[src/rtl/conv_layer_scheduler.sv]
// rtl/conv_layer_scheduler.sv - sequences one conv layer kernel-by-kernel through the conv CU
// Handles CU reset, kernel-load handshake, per-kernel watchdog and abort; every output is a register.
module conv_layer_scheduler #(
    parameter logic [23:0] TIMEOUT_CYCLES = 24'hFFFFFF
) (
    input  logic       clk,
    input  logic       reset,
    input  logic       start,
    input  logic       abort,
    input  logic [1:0] cfg_chan_choose,
    input  logic [2:0] cfg_img_choose,
    input  logic [8:0] cfg_out_ch,
    input  logic       slave_select,
    input  logic       Kernel_BRAM_IDLE,
    input  logic       conv_DONE,
    output logic       Reset_top,
    output logic       Load_kernel_BRAM,
    output logic [1:0] CHANNEL_SIZE_choose,
    output logic [2:0] IMAGE_SIZE_choose,
    output logic [8:0] out_ch_index,
    output logic       layer_busy,
    output logic       layer_done,
    output logic       cfg_err,
    output logic       timeout_err
);
    typedef enum logic [2:0] {
        IDLE, RESET_CU, WAIT_CU_IDLE, ISSUE, RUN, NEXT, DONE, ABORT
    } state_t;

    state_t      r_state;
    logic        r_phase;
    logic [8:0]  r_out_ch;
    logic [23:0] r_wd;
    logic        r_reset_top;
    logic        r_load;
    logic [1:0]  r_chan;
    logic [2:0]  r_img;
    logic [8:0]  r_idx;
    logic        r_busy;
    logic        r_done;
    logic        r_cfg_err;
    logic        r_timeout_err;

    logic        w_cfg_ok;
    logic [23:0] w_wd_next;
    logic        w_timeout;
    logic [8:0]  w_last_idx;

    assign w_cfg_ok   = (cfg_chan_choose != 2'd3) && (cfg_img_choose <= 3'd5) &&
                        (cfg_out_ch != 9'd0) && (cfg_out_ch <= 9'd256);
    assign w_wd_next  = r_wd + 24'd1;
    assign w_timeout  = (w_wd_next == TIMEOUT_CYCLES);
    assign w_last_idx = r_out_ch - 9'd1;

    always_ff @(posedge clk) begin
        if (reset) begin
            r_state       <= IDLE;
            r_phase       <= 1'b0;
            r_out_ch      <= 9'd0;
            r_wd          <= 24'd0;
            r_reset_top   <= 1'b0;
            r_load        <= 1'b0;
            r_chan        <= 2'd0;
            r_img         <= 3'd0;
            r_idx         <= 9'd0;
            r_busy        <= 1'b0;
            r_done        <= 1'b0;
            r_cfg_err     <= 1'b0;
            r_timeout_err <= 1'b0;
        end else begin
            r_done    <= 1'b0;
            r_cfg_err <= 1'b0;
            if (abort && !(r_state inside {IDLE, DONE, ABORT})) begin
                r_state     <= ABORT;
                r_reset_top <= 1'b0;
                r_load      <= 1'b0;
                r_phase     <= 1'b0;
            end else begin
                case (r_state)
                    IDLE: begin
                        r_reset_top <= 1'b1;
                        if (start) begin
                            if (w_cfg_ok) begin
                                r_chan        <= cfg_chan_choose;
                                r_img         <= cfg_img_choose;
                                r_out_ch      <= cfg_out_ch;
                                r_idx         <= 9'd0;
                                r_timeout_err <= 1'b0;
                                r_busy        <= 1'b1;
                                r_reset_top   <= 1'b0;
                                r_phase       <= 1'b0;
                                r_state       <= RESET_CU;
                            end else begin
                                r_cfg_err <= 1'b1;
                            end
                        end
                    end
                    RESET_CU: begin
                        if (r_phase) begin
                            r_reset_top <= 1'b1;
                            r_wd        <= 24'd0;
                            r_state     <= WAIT_CU_IDLE;
                        end else begin
                            r_phase <= 1'b1;
                        end
                    end
                    WAIT_CU_IDLE: begin
                        r_wd <= w_wd_next;
                        if (w_timeout) begin
                            r_timeout_err <= 1'b1;
                            r_reset_top   <= 1'b0;
                            r_load        <= 1'b0;
                            r_phase       <= 1'b0;
                            r_state       <= ABORT;
                        end else if (slave_select && Kernel_BRAM_IDLE) begin
                            r_load  <= 1'b1;
                            r_state <= ISSUE;
                        end
                    end
                    ISSUE: begin
                        r_wd <= w_wd_next;
                        if (w_timeout) begin
                            r_timeout_err <= 1'b1;
                            r_reset_top   <= 1'b0;
                            r_load        <= 1'b0;
                            r_phase       <= 1'b0;
                            r_state       <= ABORT;
                        end else if (!slave_select) begin
                            r_load  <= 1'b0;
                            r_state <= RUN;
                        end
                    end
                    RUN: begin
                        // a kernel that completes on the watchdog's last cycle still counts
                        r_wd <= w_wd_next;
                        if (conv_DONE) begin
                            r_state <= NEXT;
                        end else if (w_timeout) begin
                            r_timeout_err <= 1'b1;
                            r_reset_top   <= 1'b0;
                            r_load        <= 1'b0;
                            r_phase       <= 1'b0;
                            r_state       <= ABORT;
                        end
                    end
                    NEXT: begin
                        if (r_idx == w_last_idx) begin
                            r_done  <= 1'b1;
                            r_state <= DONE;
                        end else begin
                            r_idx   <= r_idx + 9'd1;
                            r_wd    <= 24'd0;
                            r_state <= WAIT_CU_IDLE;
                        end
                    end
                    DONE: begin
                        r_busy  <= 1'b0;
                        r_state <= IDLE;
                    end
                    ABORT: begin
                        if (r_phase) begin
                            r_reset_top <= 1'b1;
                            r_busy      <= 1'b0;
                            r_state     <= IDLE;
                        end else begin
                            r_phase <= 1'b1;
                        end
                    end
                    default: r_state <= IDLE;
                endcase
            end
        end
    end

    assign Reset_top           = r_reset_top;
    assign Load_kernel_BRAM    = r_load;
    assign CHANNEL_SIZE_choose = r_chan;
    assign IMAGE_SIZE_choose   = r_img;
    assign out_ch_index        = r_idx;
    assign layer_busy          = r_busy;
    assign layer_done          = r_done;
    assign cfg_err             = r_cfg_err;
    assign timeout_err         = r_timeout_err;

endmodule

[config.mk]
export PLATFORM = sky130hd
export DESIGN_NAME = conv_layer_scheduler
export DESIGN_NICKNAME = d
export VERILOG_FILES = /design/src/rtl/conv_layer_scheduler.sv
export SDC_FILE = /design/constraint.sdc
export NUM_CORES = 1
export LEC_CHECK = 0
export BUFFER_PORTS_ARGS = -buffer_cell sky130_fd_sc_hd__clkbuf_2
export CORE_MARGIN = 2
export CORE_UTILIZATION = 60
export CTS_CLUSTER_DIAMETER = 30
export DETAILED_ROUTE_END_ITERATION = 16
export HOLD_SLACK_MARGIN = 0.1
export PLACE_DENSITY = 0.85
export SLEW_MARGIN = 25
export SYNTH_ARGS = -nofsm -noshare
export SYNTH_HDL_FRONTEND = slang
export SYNTH_SLANG_ARGS = --single-unit
[constraint.sdc]
create_clock -name clk -period 6.55 [get_ports clk]
set_input_delay 0.655 -clock clk [delete_from_list [all_inputs] [get_ports clk]]
set_output_delay 0.655 -clock clk [all_outputs]
set_load 0.02 [all_outputs]
==> run metrics, run 1 <==
CP arrival=approximately 4 ns; FF+latch count, synth=57; DIE HEIGHT=about 81 um; Die X=80.63 um; Min Hold Slack=0.4903 ns; Final ANT Viol Nets=0; worst clock skew=around 0.012 ns; Finished Cell Area=0.003963 sq mm; Post-Syn Area=between 0.003 and 0.004 sq mm; Max FO, Critical Path=22; R2R depth=10; placed cell area=approximately 0.0037 sq mm; routability cong.=roughly 0.92; endpoints failing hold=0; Seq/Total Area, Yosys=32.39%; Post-DP HPWL=between 5 and 6 mm; ratio of cells with drive above 1 in the final layout=about 17%; Worst-path clk slew=approximately 0.070 ns; CP endpoint kind=flip-flop; Netlist cell types=63; via count=between 3000 and 4000; maximum vdd drop=between 0.15 and 0.2 mV; total CTS buffers=9; Post-CTS Resized=0; die area=~0.0065 sq mm; GR Overflow Total=0; number of global-route vias before repair=3214; nets@finish=504; drt drc=0; Post-Route WL=~8.8 mm; Iter 0 DRT Violations=around 240; worst skew pair latency=between 0.3 and 0.4 ns; Slew @ Worst Pin=about 1.1 ns; crit path launch type=flip-flop; Sum Neg Setup Slack=0 ns; wire length per cell=15.82 um; maximum buffer depth of the clock tree=2; Layout area overhead=12.46%; post-layout min period=about 3.7 ns; Hold Path Class=reg -> reg; Core ar.=0.005574 sq mm; max cap viols=0; H-tree depth=3; Pre-Repair DR Iteration Count=5; fin util=roughly 71%; Syn Inst Count=roughly 450; hold buffers post-CTS=0; final setup vio count=0; Rel. slew slack=approximately 29%; Tcrit/Tclk final=56.54%; Final Non-Filler Cells=~560; status=finished clean; Port Buffer Count=40; hold path cells=2; largest net degree at the start of global routing=50; syn_nets=between 400 and 500; Post-synth EDFFs=0; Overall Global Routing Usage=between 20% and 30%; Leak Pwr=1.424 nW; antenna diode count=0; starting density of the core=63.21%; Placed Cells incl. Taps=540; Synth Flop Type=dfxtp_1; RSZ-0062 raised after global routing=false; Yosys warnings=0; TritonCTS clock tree=yes; IO Pins=41; vias per cell=about 6.4; first-pass GRT wire length=about 15 mm; async set-or-reset flop fraction in the synthesized netlist=0%; CP Class=reg -> reg; filler cell count=between 400 and 500; Pins Over Slew Limit=0; pwr/cell area=291.6 mW/mm^2; Max Clock Freq=between 200 and 300 MHz; initial antenna violation count=0; Cell Rows=27; Mean Syn Cell Area=7.778 sq um; Root Driver=clkbuf_8; Num Clock Sinks=57; worst path required time=just under 7 ns; # Post-CTS Setup Buffers=0
## critical path, cell delays in order, from the launching register on
cell and delay [ns]:
dfxtp_1 0.36, inv_1 0.07, ha_1 0.22, or3b_1 0.47, a21oi_1 0.20, nor4b_1 0.07
a31o_2 0.22, o211ai_1 0.46, nand3b_1 0.59, or4b_2 0.80, a21oi_1 0.15
## cells by family (layout without fill, tap and decap cells)
group | count (synthesis) | in the layout | share of synthesized area, %
AO/OA/AOI/OAI | 115 | 115 | 19.53
adder cells (fa/ha/maj) | 4 | 4 | 1.421
XOR/XNOR | 19 | 19 | 4.936
buffers and inverters | 40 | 71 | 4.865
multiplexers | 17 | 17 | 4.829
AND/OR/NAND/NOR | 201 | 201 | 32.03
flip-flops | 57 | 57 | 32.39
## Yosys cell counts, types with 3 or more instances
| library cell | count | area share [%] |
|---|---|---|
| or2_2 | 3 | 0.53 |
| nand2_1 | 33 | 3.5 |
| nor2_1 | 50 | 5.3 |
| nand4_1 | 6 | 1.1 |
| and3_1 | 6 | 1.1 |
| nor4_1 | 5 | 0.89 |
| or3b_2 | 3 | 0.75 |
| nand2b_1 | 4 | 0.71 |
| o21ai_0 | 34 | 4.8 |
| o31ai_1 | 4 | 0.85 |
| nor2b_1 | 5 | 0.89 |
| ha_1 | 4 | 1.4 |
| buf_2 | 5 | 0.71 |
| nand3_1 | 19 | 2.7 |
| mux2i_1 | 17 | 4.8 |
| and2_1 | 6 | 1.1 |
| nor3_1 | 10 | 1.4 |
| or3_1 | 23 | 4.1 |
| xor2_1 | 7 | 1.7 |
| xnor2_1 | 11 | 2.7 |
| a31o_2 | 3 | 0.75 |
| a21oi_1 | 44 | 6.2 |
| dfxtp_1 | 57 | 32 |
| a31oi_1 | 7 | 1.2 |
| clkbuf_1 | 17 | 1.8 |
| inv_1 | 14 | 1.5 |
| or4_1 | 7 | 1.5 |
## path summary, 6_finish.rpt
path               start       end  slack [ns]
max          r_out_ch[0]   r_wd[3]        2.85
max reg2reg  r_out_ch[0]   r_wd[3]        2.85
min reg2reg     r_wd[21]  r_wd[21]        0.49
min             r_wd[21]  r_wd[21]        0.49
## power by group
part           internal [mW]  switching (mW)
clock network          0.264           0.155
registers              0.370          0.0395
logic                  0.119           0.208
## registers in the layout, indices dropped and copies added (netlist names)
signal,cells
r_phase,1
IMAGE_SIZE_choose,3
out_ch_index,9
r_wd,24
r_out_ch,9
timeout_err,1
Reset_top,1
CHANNEL_SIZE_choose,2
r_state,3
layer_busy,1
cfg_err,1
Load_kernel_BRAM,1
layer_done,1
## per-stage QoR
stage	total power, mW	setup slack, ns
after floorplan	0.6532	3.356
after global placement	0.7197	3.056
after detailed placement	0.7293	2.966
after CTS	1.144	2.895
after global routing	1.213	2.496
final	1.155	2.847
## cell usage in the layout (no fill, tap or decap), drive strengths merged, types with 4 or more instances in the layout
| master | n |
|---|---|
| a21oi | 44 |
| a31oi | 7 |
| and2 | 7 |
| and3 | 6 |
| clkbuf | 50 |
| dfxtp | 57 |
| ha | 4 |
| inv | 14 |
| mux2i | 17 |
| nand2 | 33 |
| nand2b | 4 |
| nand3 | 19 |
| nand4 | 9 |
| nor2 | 50 |
| nor2b | 5 |
| nor3 | 10 |
| nor4 | 7 |
| o21ai | 34 |
| o31ai | 4 |
| or3 | 24 |
| or3b | 5 |
| or4 | 10 |
| xnor2 | 12 |
| xor2 | 7 |
## metal layers
layer  up-vias  GRT usage [%]  part of all wire (%)  wire, um
li1       1711              -                     -         -
met5         -              0                     0         0
met4         0          9.322                   1.3       112
met1      1645          37.73                    44      3852
met3        15          5.393                   7.1       627
met2       165          46.42                    48      4205
## cell type report
type | instances | area, sq um | share of cell area, %
Multi-Input combinational cell | 356 | 2218 | 55.98
Inverter | 14 | 52.55 | 1.326
Timing Repair Buffer | 41 | 207.7 | 5.242
Tap cell | 72 | 90.09 | 2.273
Clock inverter | 6 | 115.1 | 2.905
Sequential cell | 57 | 1141 | 28.80
Clock buffer | 10 | 137.6 | 3.473
(Power assumes the default switching activity.)
==> run 2: changes to the inputs <==
--- a/config.mk
+++ b/config.mk
@@ -7,11 +7,11 @@
 export LEC_CHECK = 0
 export BUFFER_PORTS_ARGS = -buffer_cell sky130_fd_sc_hd__clkbuf_2
 export CORE_MARGIN = 2
-export CORE_UTILIZATION = 60
+export CORE_UTILIZATION = 59
 export CTS_CLUSTER_DIAMETER = 30
 export DETAILED_ROUTE_END_ITERATION = 16
 export HOLD_SLACK_MARGIN = 0.1
-export PLACE_DENSITY = 0.85
+export PLACE_DENSITY = 0.84
 export SLEW_MARGIN = 25
 export SYNTH_ARGS = -nofsm -noshare
 export SYNTH_HDL_FRONTEND = slang
==> constraint.sdc (replaced) <==
create_clock -name clk -period 3.82 [get_ports clk]
set_input_delay 0.382 -clock clk [delete_from_list [all_inputs] [get_ports clk]]
set_output_delay 0.382 -clock clk [all_outputs]
set_load 0.02 [all_outputs]
==> run metrics, run 2 (synthesized netlist as in run 1, its figures left out) <==
status=finished clean; first-pass GRT wire length=14.12 mm (-4.5%); number of global-route vias before repair=3058 (-4.9%); worst path required time=4.07 ns (-2.74 ns); RSZ-0062 raised after global routing=false; reg-to-reg slack, setup=0.39 ns (-2.46 ns); maximum buffer depth of the clock tree=2 (unchanged); TritonCTS clock tree=yes; final worst slack=0.3877 ns (-2.459 ns); starting density of the core=60.22% (-3.0 points); max cap viols=0 (unchanged); Leak Pwr=1.399 nW (-1.7%); most frequent cells in the layout=57 x dfxtp_1, 50 x nor2_1, 44 x a21oi_1; Sum Neg Setup Slack=0 ns (unchanged); commonest non-fill, non-tap cell in the layout=dfxtp_1; max incr delay on CP=0.62 ns (-0.18 ns); hold_sp=start; wire length per cell=15.29 um (-3.3%); Final ANT Viol Nets=0 (unchanged); number of flip-flops in the largest register=24 (unchanged); Post-Route WL=8.611 mm (-2.1%); Storage cell area=0.001141 sq mm (unchanged); Worst-path clk slew=0.08 ns (about the same); # Post-CTS Setup Buffers=0 (unchanged); Hold Path Sink=cfg_err; antenna diode count=0 (unchanged); GR Overflow Total=0 (unchanged); Hold Path Class=in -> reg; filler cell count=480 (+5.0%); Num Clock Sinks=57 (unchanged); Iter 0 DRT Violations=340 (+39%); Cell Rows=28 (+3.7%); hold buffers post-CTS=0 (unchanged); drt drc=0 (unchanged); pre-CTS WS=0.4278 ns (-2.538 ns); worst clock skew=0.01349 ns (+0.001426 ns); delay-heaviest family, CP=simple AND/OR/NAND/NOR gates; Reg-to-Reg Start=r_wd[1]; Die X=81.28 um (+0.80%); ratio of cells with drive above 1 in the final layout=17.42% (+0.48 points); largest net degree at the start of global routing=50 (unchanged); Overall Global Routing Usage=27.40% (-1.1 points); final setup vio count=0 (unchanged); Tcrit/Tclk final=89.85% (+33 points); Critical R2R Capture=r_state[0]; Root Driver=clkbuf_8; initial antenna violation count=0 (unchanged); maximum vdd drop=0.2987 mV (+69%); CP arrival=3.69 ns (-0.27 ns); R2R depth=9 (-1); fin util=66.96% (-4.1 points); Pins Over Slew Limit=0 (unchanged); crit path from=r_wd[1]; nets@finish=508 (+0.79%); Post-CTS Resized=0 (unchanged); Layout area overhead=11.19%; Pre-Repair DR Iteration Count=5 (unchanged); endpoints failing hold=0 (unchanged); pwr/cell area=453.8 mW/mm^2 (+56%); IO Pins=41 (unchanged); footprint of the multi-input gates=0.002211 sq mm (-0.34%); via count=3472 (-1.8%); CP Class=reg -> reg; Max Clock Freq=291.4 MHz (+7.9%); crit path launch type=flip-flop; worst skew pair latency=0.35 ns (about the same); post-layout min period=3.432 ns (-0.2709 ns); buffer and inverter count on the worst path=0 (-1); hold path cells=3 (+1); routability cong.=0.9016 (-1.6%); die area=0.006606 sq mm (+1.6%); Port Buffer Count=40 (unchanged); H-tree depth=3 (unchanged); Core ar.=0.005851 sq mm (+5.0%); vias per cell=6.167 (-3.0%); DIE HEIGHT=81.28 um (+0.80%); total CTS buffers=9 (unchanged); Post-DP HPWL=5.916 mm (+1.7%); slowest CP cell=or4_4; Slew @ Worst Pin=1.011 ns (-0.04668 ns); CP Depth=9 (-1); register name with the most flops=r_wd; Max FO, Critical Path=8 (-64%); CP endpoint kind=flip-flop; Rel. slew slack=32.61% (+3.1 points); crit path cell chain=ha_1 > nand3_1 > or4_4 > xnor2_2 > nand3_1 > or4_4 > and2_4 > or4_1 > and3_1
==> run 2: metal layers <==
| metal | global-route usage, % | routed length [um] | vias to the layer above |
|---|---|---|---|
| met5 | 0 | 0 | - |
| met3 | 5.444 | 433 | 15 |
| met1 | 37.85 | 4074 | 1645 |
| met4 | 8.983 | 131 | 0 |
| met2 | 42.62 | 3971 | 108 |
| li1 | - | - | 1704 |
==> run 2: final cells by class <==
| type | instances | share of cell area (%) |
|---|---|---|
| Timing Repair Buffer | 45 | 6.068 |
| Inverter | 14 | 1.341 |
| Clock buffer | 10 | 3.513 |
| Clock inverter | 6 | 1.118 |
| Multi-Input combinational cell | 356 | 56.44 |
| Sequential cell | 57 | 29.13 |
| Tap cell | 75 | 2.395 |
==> run 2: how the worst max path moves through the flow <==
| stage | end | slack (ns) |
|---|---|---|
| 3_3_place_gp | r_state[0] | 0.53 |
| 5_1_grt | r_state[0] | 0.18 |
| 2_1_floorplan | r_state[0] | 0.63 |
| 4_1_cts | r_state[0] | 0.41 |
| 6_report | r_state[0] | 0.39 |
| 3_5_place_dp | r_state[0] | 0.43 |
==> run 2: per-stage QoR <==
stage          instance area, sq um  cells  power, mW  hold slack, ns
2_1_floorplan                  3523    453      1.120          0.4536
3_3_place_gp                   3736    547      1.237          0.4515
3_5_place_dp                   3736    547      1.255          0.4585
4_1_cts                        3918    563      1.767          0.2573
5_1_grt                        3918    563      1.881          0.2771
6_report                       3918    563      1.778          0.2594
==> run 2: where the power goes <==
| group | total, mW | switching [mW] | internal (mW) |
|---|---|---|---|
| clock network | 0.519 | 0.267 | 0.252 |
| logic | 0.559 | 0.349 | 0.210 |
| registers | 0.700 | 0.0647 | 0.635 |
==> run 2: worst register-to-register path, stage by stage (launching register included) <==
cell	delay (ns)
dfxtp_1	0.48
ha_1	0.35
nand3_1	0.24
or4_4	0.62
xnor2_2	0.17
nand3_1	0.10
or4_4	0.55
and2_4	0.20
or4_1	0.45
and3_1	0.18
==> run 3: changes to the inputs <==
--- a/config.mk
+++ b/config.mk
@@ -7,11 +7,11 @@
 export LEC_CHECK = 0
 export BUFFER_PORTS_ARGS = -buffer_cell sky130_fd_sc_hd__clkbuf_2
 export CORE_MARGIN = 2
-export CORE_UTILIZATION = 59
+export CORE_UTILIZATION = 30
 export CTS_CLUSTER_DIAMETER = 30
 export DETAILED_ROUTE_END_ITERATION = 16
 export HOLD_SLACK_MARGIN = 0.1
-export PLACE_DENSITY = 0.84
+export PLACE_DENSITY = 0.5
 export SLEW_MARGIN = 25
 export SYNTH_ARGS = -nofsm -noshare
 export SYNTH_HDL_FRONTEND = slang
==> run metrics, run 3 (synthesized netlist as in run 1, its figures left out) <==
buffer and inverter count on the worst path=0 (unchanged); commonest non-fill, non-tap cell in the layout=dfxtp_1; Num Clock Sinks=57 (unchanged); final setup vio count=0 (unchanged); DIE HEIGHT=112.4 um (+38%); Pins Over Slew Limit=0 (unchanged); worst path required time=4.05 ns (-0.02 ns); register name with the most flops=r_wd; Layout area overhead=18.36%; Overall Global Routing Usage=15.09% (-12 points); Sum Neg Setup Slack=0 ns (unchanged); pre-CTS WS=0.3613 ns (-0.06648 ns); slowest CP cell=or4_4; Pre-Repair DR Iteration Count=4 (-1); Tcrit/Tclk final=90.31% (+0.46 points); H-tree depth=3 (unchanged); Leak Pwr=1.484 nW (+6.0%); delay-heaviest family, CP=simple AND/OR/NAND/NOR gates; Net Switching=0.7099 mW (+4.3%); Logic pwr share=25.8% (-5.6 points); total CTS buffers=9 (unchanged); Iter 0 DRT Violations=157 (-54%); fin util=36.52% (-30 points); Cell Rows=39 (+39%); TritonCTS clock tree=yes; maximum buffer depth of the clock tree=2 (unchanged); initial antenna violation count=0 (unchanged); vias per cell=5.349 (-13%); Hold Path Class=in -> reg; antenna diode count=0 (unchanged); largest net degree at the start of global routing=34 (-32%); # Post-CTS Setup Buffers=0 (unchanged); routability cong.=0.8807 (-2.3%); filler cell count=1203 (+150%); post-layout min period=3.450 ns (+0.01758 ns); CP arrival=3.68 ns (about the same); part of the power in registers=32.6% (-6.8 points); drt drc=0 (unchanged); Final ANT Viol Nets=0 (unchanged); pwr/cell area=518.8 mW/mm^2 (+14%); Worst-path clk slew=0.06 ns (-0.02 ns); status=finished clean; Root Driver=clkbuf_16; ratio of cells with drive above 1 in the final layout=17.76% (+0.34 points); crit path launch type=flip-flop; number of flip-flops in the largest register=24 (unchanged); GR Overflow Total=0 (unchanged); RSZ-0062 raised after global routing=false; switching part of the total=32.82% (-5.5 points); Post-CTS Resized=0 (unchanged); Max Clock Freq=289.9 MHz (-0.51%); first-pass GRT wire length=15.76 mm (+12%); via count=3386 (-2.5%); Core ar.=0.01142 sq mm (+95%); Max FO, Critical Path=8 (unchanged); number of global-route vias before repair=3242 (+6.0%); Die X=112.4 um (+38%); worst skew pair latency=0.33 ns (-0.02 ns); clock network fraction of design power=41.6% (+12 points); endpoints failing hold=0 (unchanged); CP Class=reg -> reg; max cap viols=0 (unchanged); nets@finish=510 (+0.39%); final worst slack=0.3701 ns (-0.01758 ns); IO Pins=41 (unchanged); starting density of the core=30.86% (-29 points); crit path cell chain=ha_1 > nand3_1 > or4_4 > xnor2_2 > nand3_1 > or4_4 > and2_4 > or4_1 > and3_1; die area=0.01263 sq mm (+91%); most frequent cells in the layout=57 x dfxtp_1, 49 x nor2_1, 44 x a21oi_1; Rel. slew slack=51.43% (+19 points); CP endpoint kind=flip-flop; Post-Route WL=9.227 mm (+7.2%); maximum vdd drop=0.2713 mV (-9.2%); Slew @ Worst Pin=0.7285 ns (-0.2824 ns); Post-DP HPWL=6.641 mm (+12%); worst clock skew=0.01021 ns (-0.003282 ns); max incr delay on CP=0.63 ns (about the same); Internal=1.453 mW (+32%); Port Buffer Count=40 (unchanged); wire length per cell=14.58 um (-4.7%); hold buffers post-CTS=0 (unchanged)
==> run 3: metal layers <==
metal	global-route usage [%]	wire length, um	up-vias
met3	1.998	251	12
met4	6.667	173	0
li1	-	-	1726
met1	20.26	4574	1596
met2	24.30	4227	52
met5	0	0	-
==> run 3: final timing paths <==
path                               start         end  slack, ns  cells past startpoint
worst max-delay path             r_wd[1]  r_state[0]       0.37                      9
worst min-delay path               start     cfg_err       0.27                      3
worst max register to register   r_wd[1]  r_state[0]       0.37                      9
worst min register to register  r_wd[21]    r_wd[21]       0.49                      2
==> run 3: power groups by stage <==
stage               registers, mW  logic (mW)  clock network [mW]
floorplan                   0.694       0.426                   0
global placement            0.714       0.548                   0
detailed placement          0.715       0.556                   0
CTS                         0.702       0.559               0.916
global route                0.712       0.624               0.933
finish                      0.705       0.558               0.900
==> run 3: metrics by stage <==
| step | hold slack (ns) | cells | cell area (sq um) | power [mW] |
|---|---|---|---|---|
| after floorplan | 0.4536 | 453 | 3523 | 1.120 |
| after global placement | 0.4666 | 617 | 3839 | 1.263 |
| after detailed placement | 0.4820 | 617 | 3839 | 1.270 |
| after CTS | 0.2617 | 633 | 4170 | 2.178 |
| after global routing | 0.2967 | 633 | 4170 | 2.269 |
| final | 0.2683 | 633 | 4170 | 2.163 |
==> run 3: area by class of cell <==
cell class | count | area, sq um | area share (%)
sequential | 57 | 1141 | 27.36
inverter | 14 | 52.55 | 1.260
tap | 143 | 178.9 | 4.290
timing repair buffer | 47 | 252.7 | 6.061
clock buffer | 12 | 256.5 | 6.151
clock inverter | 4 | 75.07 | 1.800
multi-input combinational | 356 | 2213 | 53.08
==> run 3: tightest hold or removal path, stage by stage <==
cell	delay [ns]
clkbuf_2	0.09
inv_1	0.04
a2111oi_0	0.04
